**src/rtl/seg7_pkg.sv**
```systemverilog
// rtl/seg7_pkg.sv - shared 7-segment constants and hex glyph table
package seg7_pkg;

    localparam int DIGITS = 4;

    typedef logic [1:0] digit_idx_t;

    localparam logic [6:0] SEG_BLANK = 7'h00;

    // Active-high {g,f,e,d,c,b,a} glyphs; entry n is the pattern for hex digit n.
    localparam logic [15:0][6:0] HEX_SEG = {
        7'h71, 7'h79, 7'h5E, 7'h39, 7'h7C, 7'h77, 7'h6F, 7'h7F,
        7'h07, 7'h7D, 7'h6D, 7'h66, 7'h4F, 7'h5B, 7'h06, 7'h3F
    };

    function automatic logic [6:0] hex_to_seg(input logic [3:0] nibble);
        return HEX_SEG[nibble];
    endfunction

endpackage

```
**src/rtl/seg7_hex_decode.sv**
```systemverilog
// rtl/seg7_hex_decode.sv - combinational hex nibble to active-high segment decoder
import seg7_pkg::*;

module seg7_hex_decode (
    input  logic [3:0] nibble,
    output logic [6:0] seg
);

    always_comb begin
        seg = hex_to_seg(nibble);
    end

endmodule

```
**src/rtl/seg7_scan_driver.sv**
```systemverilog
// rtl/seg7_scan_driver.sv - 4-digit multiplexed 7-segment driver; SEG7_LEADING_ZERO_BLANK_EN enables leading-zero blanking
import seg7_pkg::*;

module seg7_scan_driver #(
    parameter int REFRESH_DIV = 100000,
    parameter bit ACTIVE_LOW  = 1'b1
) (
    input  logic        clk,
    input  logic        reset,
    input  logic [15:0] value,
    input  logic        load,
    input  logic [3:0]  dp,
    input  logic        blank,
    output logic [6:0]  seg,
    output logic        dp_out,
    output logic [3:0]  an,
    output logic        frame_done
);

    localparam int              PW      = (REFRESH_DIV > 2) ? $clog2(REFRESH_DIV) : 1;
    localparam logic [PW-1:0]   PS_LAST = PW'(REFRESH_DIV - 1);
    localparam logic [3:0]      AN_OFF  = ACTIVE_LOW ? 4'hF : 4'h0;
    localparam logic [6:0]      SEG_OFF = ACTIVE_LOW ? ~SEG_BLANK : SEG_BLANK;
    localparam logic            DP_OFF  = ACTIVE_LOW;

    logic [PW-1:0] prescaler;
    digit_idx_t    index;
    logic [15:0]   pending;
    logic          pending_valid;
    logic [15:0]   shadow;

    logic          tick;
    logic          boundary;
    logic [3:0]    nibble;
    logic [6:0]    glyph;
    logic          digit_on;
    logic [3:0]    an_sel;
    logic          dp_sel;

    assign tick       = (prescaler == PS_LAST);
    assign boundary   = tick && (index == digit_idx_t'(DIGITS - 1));
    assign frame_done = boundary;

    always_ff @(posedge clk) begin
        if (reset) begin
            prescaler <= '0;
            index     <= '0;
        end else if (tick) begin
            prescaler <= '0;
            index     <= index + 2'd1;
        end else begin
            prescaler <= prescaler + 1'b1;
        end
    end

    // The shadow only changes at a frame boundary; a load on that same cycle bypasses pending.
    always_ff @(posedge clk) begin
        if (reset) begin
            pending       <= '0;
            pending_valid <= 1'b0;
            shadow        <= '0;
        end else if (boundary) begin
            if (load) begin
                shadow  <= value;
                pending <= value;
            end else if (pending_valid) begin
                shadow  <= pending;
            end
            pending_valid <= 1'b0;
        end else if (load) begin
            pending       <= value;
            pending_valid <= 1'b1;
        end
    end

    always_comb begin
        nibble = shadow[3:0];
        dp_sel = dp[0];
        an_sel = 4'b0001;
        case (index)
            2'd1: begin nibble = shadow[7:4];   dp_sel = dp[1]; an_sel = 4'b0010; end
            2'd2: begin nibble = shadow[11:8];  dp_sel = dp[2]; an_sel = 4'b0100; end
            2'd3: begin nibble = shadow[15:12]; dp_sel = dp[3]; an_sel = 4'b1000; end
            default: ;
        endcase
    end

`ifdef SEG7_LEADING_ZERO_BLANK_EN
    always_comb begin
        digit_on = 1'b1;
        case (index)
            2'd1:    digit_on = |shadow[15:4];
            2'd2:    digit_on = |shadow[15:8];
            2'd3:    digit_on = |shadow[15:12];
            default: digit_on = 1'b1;
        endcase
    end
`else
    assign digit_on = 1'b1;
`endif

    seg7_hex_decode u_decode (
        .nibble (nibble),
        .seg    (glyph)
    );

    // Polarity is applied only here, so everything upstream is active-high.
    always_ff @(posedge clk) begin
        if (reset) begin
            an     <= AN_OFF;
            seg    <= SEG_OFF;
            dp_out <= DP_OFF;
        end else begin
            an     <= (blank || !digit_on) ? AN_OFF : (an_sel ^ {4{ACTIVE_LOW}});
            seg    <= glyph ^ {7{ACTIVE_LOW}};
            dp_out <= (dp_sel && digit_on) ^ ACTIVE_LOW;
        end
    end

endmodule
```
**config.mk**
```make
export PLATFORM = sky130hd
export DESIGN_NAME = seg7_scan_driver
export DESIGN_NICKNAME = d
export VERILOG_FILES = /design/src/rtl/seg7_pkg.sv /design/src/rtl/seg7_hex_decode.sv /design/src/rtl/seg7_scan_driver.sv
export SDC_FILE = /design/constraint.sdc
export NUM_CORES = 1
export LEC_CHECK = 0
export CORE_UTILIZATION = 50
export DETAILED_ROUTE_END_ITERATION = 8
export PLACE_DENSITY = 0.73
export SLEW_MARGIN = 20
export SYNTH_ARGS = -nofsm -noshare
export SYNTH_HDL_FRONTEND = slang
export SYNTH_SLANG_ARGS = --single-unit
```
**constraint.sdc**
```tcl
create_clock -name clk -period 6.1 [get_ports clk]
set_clock_uncertainty 0.2 [all_clocks]
set_input_delay 1.22 -clock clk [delete_from_list [all_inputs] [get_ports clk]]
set_output_delay 1.22 -clock clk [all_outputs]
set_load 0.02 [all_outputs]
```
**Yosys cells after proc, flatten, opt, wreduce, memory -nomap -nowiden**

Memories as Yosys holds them, arrays and structs flattened.
Cells that the tools add are included.
Widths: inputs -> output; s select.

- Memory bits (read-only): 112
- Memories kept: 1
- Input bits: 24
- Output and inout port bits: 13
- Word-level logic and storage cells: 31
- Register bits after elaboration: 64

- Reductions and logical operators: 6
- Bitwise logic cells: 3
- Multiplexer cells: 6
- Add/sub/neg operators: 2
- Magnitude comparators: 1
- Eq/ne operators: 4

Memories:

| memory | words | width | read ports | clocked after Yosys merged registers in | write ports | RTL line | RTL |
|---|---|---|---|---|---|---|---|
| (no name shown) | 16 | 7 | 1 | 0 | 0 | seg7_pkg.sv:17 | `return HEX_SEG[nibble];` |

Operator list:

| cell | count |
|---|---|
| $mux 16 | 2 |
| $pmux 4 s3 | 2 |
| $add 17x1->17 const B | 1 |
| $eq 17x17->1 const B | 1 |
| $mux 7 | 1 |
| $not 7->7 | 1 |
| $reduce_or 2->1 | 3 |
| $lt 4x5->1 const B | 1 |
| $eq 2x2->1 const B | 2 |
| $not 4->4 | 1 |
| $pmux 1 s3 | 1 |
| $add 2x1->2 const B | 1 |
| $eq 2x1->1 const B | 1 |
| $reduce_and 2->1 | 1 |
| $reduce_bool 2->1 | 1 |
| $logic_and 1x1->1 | 1 |
| $not 1->1 | 1 |

**Logic depth before layout (Yosys ltp)**

Gate-level depths: netlist of run 1.

- Word-level depth: 5
- Gate-level depth with buffers: 9
- Mapped depth without buffers: 9

**Hierarchy**

A second synthesis of run 1 with hierarchy kept.

- Cells, all modules: 288
- Area total of the unflattened synthesis: 2949.1 µm²

By module, submodules not included:

| module | cells each | area each (µm²) | seq. area each (µm²) | instances |
|---|---|---|---|---|
| seg7_scan_driver | 255 | 2658.8 | 1281.2 | 1 |
| seg7_hex_decode | 33 | 290.3 | 0.0 | 1 |

**Worst setup path before layout of run 1**

OpenSTA, ideal clock, no wires.

- Path type: input -> register
- Start point: in load
- End point: reg shadow[0]
- Required time: 5.779 ns
- Library setup time: 0.121 ns
- Cell stages on the path: 5
- Arrival: 2.418 ns
- Path slack: 3.361 ns
- Cells stage by stage: buf_2 -> o21ai_0 -> nor3_4 -> buf_6 -> mux2_2

- Word-level cells in the longest chain between the ends: 2
- Elaborated cells on any way between the ends: 3

RTL lines:

| item | RTL line | RTL |
|---|---|---|
| start, declared | seg7_scan_driver.sv:11 | `input logic load,` |
| $reduce_bool 2->1 (no source line) | -- |  |
| $reduce_and 2->1 (no source line) | -- |  |
| end signal, assigned | seg7_scan_driver.sv:64 | `shadow <= value;` |
| end signal, assigned | seg7_scan_driver.sv:67 | `shadow <= pending;` |
| end, declared | seg7_scan_driver.sv:30 | `logic [15:0] shadow;` |

Parallel ways exist; a longest one is shown, timed or not.
A chain may end at the register's enable or synchronous reset.

**Final worst setup path of run 1**

- Start point: in load
- End point: reg shadow[6]

Same word-level chain as after synthesis.

==> reports/metrics.cfg, run 1 <==
[run_status]
status=finished clean

[power]
total_power_mw=0.793
pwr_density_cell_mw_per_mm2=235
vdd_drop_max_uv=155
leakage_nw=1.35

[finish]
final_area_sq_mm=0.00338
nets=354
layout-drive-gt1-share=0.130
diodes=0
fin_util=0.617
mostFrequentLayoutCells=64 x dfxtp_1, 39 x nor2_1, 36 x clkdlybuf4s50_1
fill_cells=487
syn_to_final_growth_pct=19.5
instances_no_fill=395
mostFrequentLayoutCell=dfxtp_1

[routing]
num_vias=2051
drc=0
via_per_inst=5.19
drtPass1Iterations=5
wire_per_inst_um=13.6
ant_nets=0
routed_wl_um=5380
drt-initial-drc-count=144

[cts]
path_clk_slew_ns=0.07
cts_tree=built
root_buffer=clkbuf_8
h-tree-depth=3
clkLatencyLatePin_ns=0.34
cts_resized=0
hold_buffers=0
cts_setup_buffers=0
clock_sinks=64
cts_buffers=9
cts_max_path_buffers=2

[grt]
grt_usage=0.196
antenna_found_initial=0
grt_pass1_wl_um=8970
grt_max_degree=28
grt_overflow_total=0
grt_pass1_vias=1960

[yosys]
yosysSeqAreaShare=0.453
ys_seq_elements=64
syn_area_sq_mm=0.00283
async_flop_share=0
synthCells=284
synth_edf_count=0
syn_area_per_cell_sq_um=9.95
synth_flop_cell=dfxtp_1
synth.distinct_cells=45
synth_fp_nets=320
yosysWarnings=0

[sta]
rsz0062_at_grt=false
drv_slew=0
holdWs_ns=0.240
period_needed_ns=3.81
finalHoldViolCount=0
period_share=0.625
tightest_slew_ns=1.04
fmaxAchievable_mhz=262
setup_viol=0
slew-limit-headroom=0.305
fin_setup_tns_ns=0
fin_ws_ns=2.29

[job]
max-cap-violations=0

[setup_path]
cp_slowest_cell=clkdlybuf4s50_1
cp_slowest_stage_delay_ns=1.15
reg2reg_from=index[0]
required_ns=6.12
cp.arrival_ns=3.84
worst-setup-path-type=in -> reg
r2r_slack_ns=3.12
reg2reg_depth=8
start_kind=input pin
r2r_end=seg[6]
crit_fanout=18
end_kind=register
path_cells=clkdlybuf4s50_1, o21ai_0, nor3_4, mux2_2

[min_path]
holdCritStartpoint=prescaler[0]
hold_depth=1
min_to=prescaler[0]
hold_path.class=reg -> reg

[place]
dp_cells=379
dpl_cell_area_sq_mm=0.00321
pre_cts_ws_ns=1.92
port_buffers=36
gp_congestion=0.757
dp_hpwl_um=3620

[die]
dieWidth_um=77.2
placeableCoreArea_sq_mm=0.00547
initial_core_util=0.516
die_h_um=77.2
rows=27
ioPinCount=37
dieArea_sq_mm=0.00596

where the power goes:
part / internal, mW / total, mW / switching [mW]
registers: 0.429 / 0.432 / 0.00344
clock network: 0.145 / 0.308 / 0.163
logic: 0.0287 / 0.0534 / 0.0247
total: 0.603 / 0.793 / 0.191
synth_stat cells (all sizes together) (2+ instances only):
cell,count,share of area
nor3,2,0.0075
xnor2,2,0.0062
nor2,39,0.052
ha,12,0.053
xor2,9,0.028
mux2,19,0.077
nand4,7,0.015
mux2i,23,0.083
or3,5,0.011
nand2,11,0.015
inv,11,0.015
dfxtp,64,0.45
o21ai,9,0.016
nor2b,13,0.029
a211oi,2,0.0053
a221o,3,0.011
and2,2,0.0049
a222oi,5,0.018
nand3,6,0.012
and3,3,0.0066
nor4,2,0.0044
a21oi,6,0.011
clkbuf,7,0.0093
buf,7,0.017
area by class of cell:
class,instances,area [sq um],share of cell area
well taps,72,90.1,0.0267
repair buffers,37,368,0.109
multi-input cells,194,1430,0.423
flip-flops and latches,64,1280,0.379
inverters,12,45.0,0.0133
clock buffers,10,128,0.0378
clock inverters,6,36.3,0.0107
flip-flops by register name, indices dropped and copies added (netlist names):
register / cells
pending: 16
an: 4
dp_out: 1
prescaler: 17
pending_valid: 1
index: 2
seg: 7
shadow: 16
critical path, delay by kind of cell:
kind | cells | cell delay, ns
compound gates | 1 | 0.33
mux | 1 | 0.41
buf+inv | 1 | 1.15
simple gates | 1 | 0.70
worst max-delay path by stage:
stage                     from         end  depth (start not counted)
after floorplan           load   shadow[0]                          5
after global placement    load   shadow[3]                          4
after detailed placement  load  shadow[13]                          4
after CTS                 load   shadow[6]                          4
after global routing      load   shadow[6]                          4
final                     load   shadow[6]                          4
kinds of logic (layout without fill, tap and decap cells):
group | after synthesis | in the layout | synth area share
flip-flops | 64 | 64 | 0.453
AND/OR/NAND/NOR | 96 | 96 | 0.175
adder cells (fa/ha/maj) | 12 | 12 | 0.0531
multiplexers | 42 | 42 | 0.160
XOR/XNOR | 11 | 11 | 0.0341
AO/OA/AOI/OAI | 33 | 33 | 0.0824
buffers and inverters | 26 | 65 | 0.0421
layer usage:
layer	vias to the layer above	track usage	wire length, um
li1	1054	-	-
met1	945	0.243	2540
met2	41	0.305	2490
met3	11	0.0571	254
met4	0	0.100	104
met5	-	0	0
(Power assumes the default switching activity.)
==> run 2: changes to the inputs <==
--- a/config.mk
+++ b/config.mk
@@ -5,9 +5,9 @@
 export SDC_FILE = /design/constraint.sdc
 export NUM_CORES = 1
 export LEC_CHECK = 0
-export CORE_UTILIZATION = 50
+export CORE_UTILIZATION = 49
 export DETAILED_ROUTE_END_ITERATION = 8
-export PLACE_DENSITY = 0.73
+export PLACE_DENSITY = 0.75
 export SLEW_MARGIN = 20
 export SYNTH_ARGS = -nofsm -noshare
 export SYNTH_HDL_FRONTEND = slang
==> constraint.sdc (replaced) <==
create_clock -name clk -period 3.1 [get_ports clk]
set_clock_uncertainty 0.2 [all_clocks]
set_input_delay 0.62 -clock clk [delete_from_list [all_inputs] [get_ports clk]]
set_output_delay 0.62 -clock clk [all_outputs]
set_load 0.02 [all_outputs]
==> run 2 against run 1 <==
Combinational power up 99%. Via count increased by 1.7%. Count of clock-buffer cells in the layout is 2 higher. Worst setup slack got worse by 2.1 ns. Sequential share of layout area shrank 1.3 points. Clock power rose to 2.5 times the previous value. Cell count increased by 1.8%. Core utilization increased by 1.3 points. Worst hold slack worse by 0.0025 ns. Non-clock buffer count is 8 higher. Die area grew 2.0%. Sequential power rose by 97%. Largest cell class unchanged. Largest power group unchanged.
==> reports/metrics.cfg, run 2 (same netlist as run 1, synthesis figures left out) <==
[routing]
drt-initial-drc-count=108
drtPass1Iterations=6
wire_per_inst_um=12.9
via_per_inst=5.19
ant_nets=0
num_vias=2086
drc=0
routed_wl_um=5190

[sta]
fin_setup_tns_ns=0
fmaxAchievable_mhz=339
period_share=0.953
finalHoldViolCount=0
holdWs_ns=0.238
slew-limit-headroom=0.349
setup_viol=0
rsz0062_at_grt=false
period_needed_ns=2.95
tightest_slew_ns=0.974
drv_slew=0

[place]
dp_hpwl_um=3730
dpl_cell_area_sq_mm=0.00327
port_buffers=36
gp_congestion=0.852

[power]
leakage_nw=1.42
pwr-share-comb=0.061
pwr_density_cell_mw_per_mm2=499
seqPwrFrac=0.489
cellInternalPower_mw=1.39
power_frac_clock=0.450
p_sw_frac=0.199
vdd_drop_max_uv=309
net-switching-power_mw=0.347

[setup_path]
worst-setup-path-type=reg -> out
cp.arrival_ns=2.13
reg2reg_depth=8
path_cells=nor4_1, nand2_2, nor2_1, and2_2, clkdlybuf4s50_1
critical-path-top-delay-family=simple AND/OR/NAND/NOR gates
crit_fanout=7
r2r_end=seg[6]
cp_slowest_cell=clkdlybuf4s50_1
cp_slowest_stage_delay_ns=0.59
required_ns=2.28
end_kind=primary output
cp-startpoint=prescaler[14]
start_kind=register
r2r_slack_ns=0.55
critPathBufInv=1
reg2reg_from=index[1]

[die]
initial_core_util=0.510
die_h_um=77.9
dieArea_sq_mm=0.00607
ioPinCount=37
placeableCoreArea_sq_mm=0.00554
dieWidth_um=77.9
rows=27

[grt]
grt_max_degree=24
grt_pass1_vias=2014
grt_pass1_wl_um=8960
grt_overflow_total=0
grt_usage=0.190
antenna_found_initial=0

[finish]
mostFrequentLayoutCell=dfxtp_1
diodes=0
largest_reg_flops=17
fin_util=0.630
layout-drive-gt1-share=0.148
multi_input_area_sq_mm=0.00143
syn_to_final_growth_pct=23.6
mostFrequentLayoutCells=64 x dfxtp_1, 39 x nor2_1, 36 x clkdlybuf4s50_1
top_regs=prescaler x17, pending x16, shadow x16
nets=362
seqCellArea_sq_mm=0.00128
top_register=prescaler
final_area_sq_mm=0.00349
fill_cells=452

[cts]
hold_buffers=0
clock_sinks=64
cts_setup_buffers=0
root_buffer=clkbuf_8
h-tree-depth=3
cts_tree=built
cts_buffers=9
cts_max_path_buffers=2
cts_resized=0
path_clk_slew_ns=0.07
clkLatencyLatePin_ns=0.34

[run_status]
status=finished clean

[job]
max-cap-violations=0

[min_path]
holdCritStartpoint=prescaler[0]
hold_depth=1
min_to=prescaler[0]
hold_path.class=reg -> reg

run 2: cell types whose count changed in the layout (fill, tap and decap cells not counted), moves of 2 or more:
cell,change
buf_4,+8
bufinv_16,+2
clkbuf_8,+2
clkinv_2,-3
run 2: worst register-to-register path, stage by stage, from the launching register on:
cell and delay, ns:
dfxtp_1 0.37, inv_1 0.07, ha_1 0.25, a222oi_1 0.34, mux2_2 0.28, inv_1 0.10, ha_1 0.26, mux2_4 0.28
a221o_1 0.29
run 2: how the worst max path moves through the flow:
stage                       endpoint  slack [ns]  depth (start not counted)
after floorplan               seg[6]        0.61                          9
after global routing      frame_done        0.03                          5
after detailed placement  frame_done        0.50                          5
final                     frame_done        0.15                          5
after global placement    frame_done        0.49                          5
after CTS                 frame_done        0.12                          5
run 2: metal layers:
| metal | vias up | track usage | part of all wire |
|---|---|---|---|
| met4 | 0 | 0.0685 | 0.0094 |
| met1 | 943 | 0.229 | 0.46 |
| li1 | 1073 | - | - |
| met5 | - | 0 | 0 |
| met3 | 7 | 0.0659 | 0.056 |
| met2 | 63 | 0.313 | 0.47 |
run 2: power groups by stage:
stage                     sequential (mW)  clock, mW  combinational, mW
after detailed placement            0.870          0              0.107
after floorplan                     0.876          0             0.0474
after global placement              0.869          0              0.106
after global routing                0.852      0.840              0.116
final                               0.851      0.784              0.106
after CTS                           0.851      0.799              0.108
run 2: stage by stage:
stage	power, mW	instances	worst slack (ns)
floorplan	0.923	284	0.610
global placement	0.975	387	0.487
detailed placement	0.976	387	0.498
CTS	1.76	402	0.119
global route	1.81	402	0.0288
finish	1.74	402	0.146
run 2: area by class of cell:
type,count,area share
Clock buffer,12,0.0444
Sequential cell,64,0.367
Multi-Input combinational cell,194,0.409
Clock inverter,3,0.0186
Tap cell,72,0.0258
Inverter,12,0.0129
Timing Repair Buffer,45,0.123
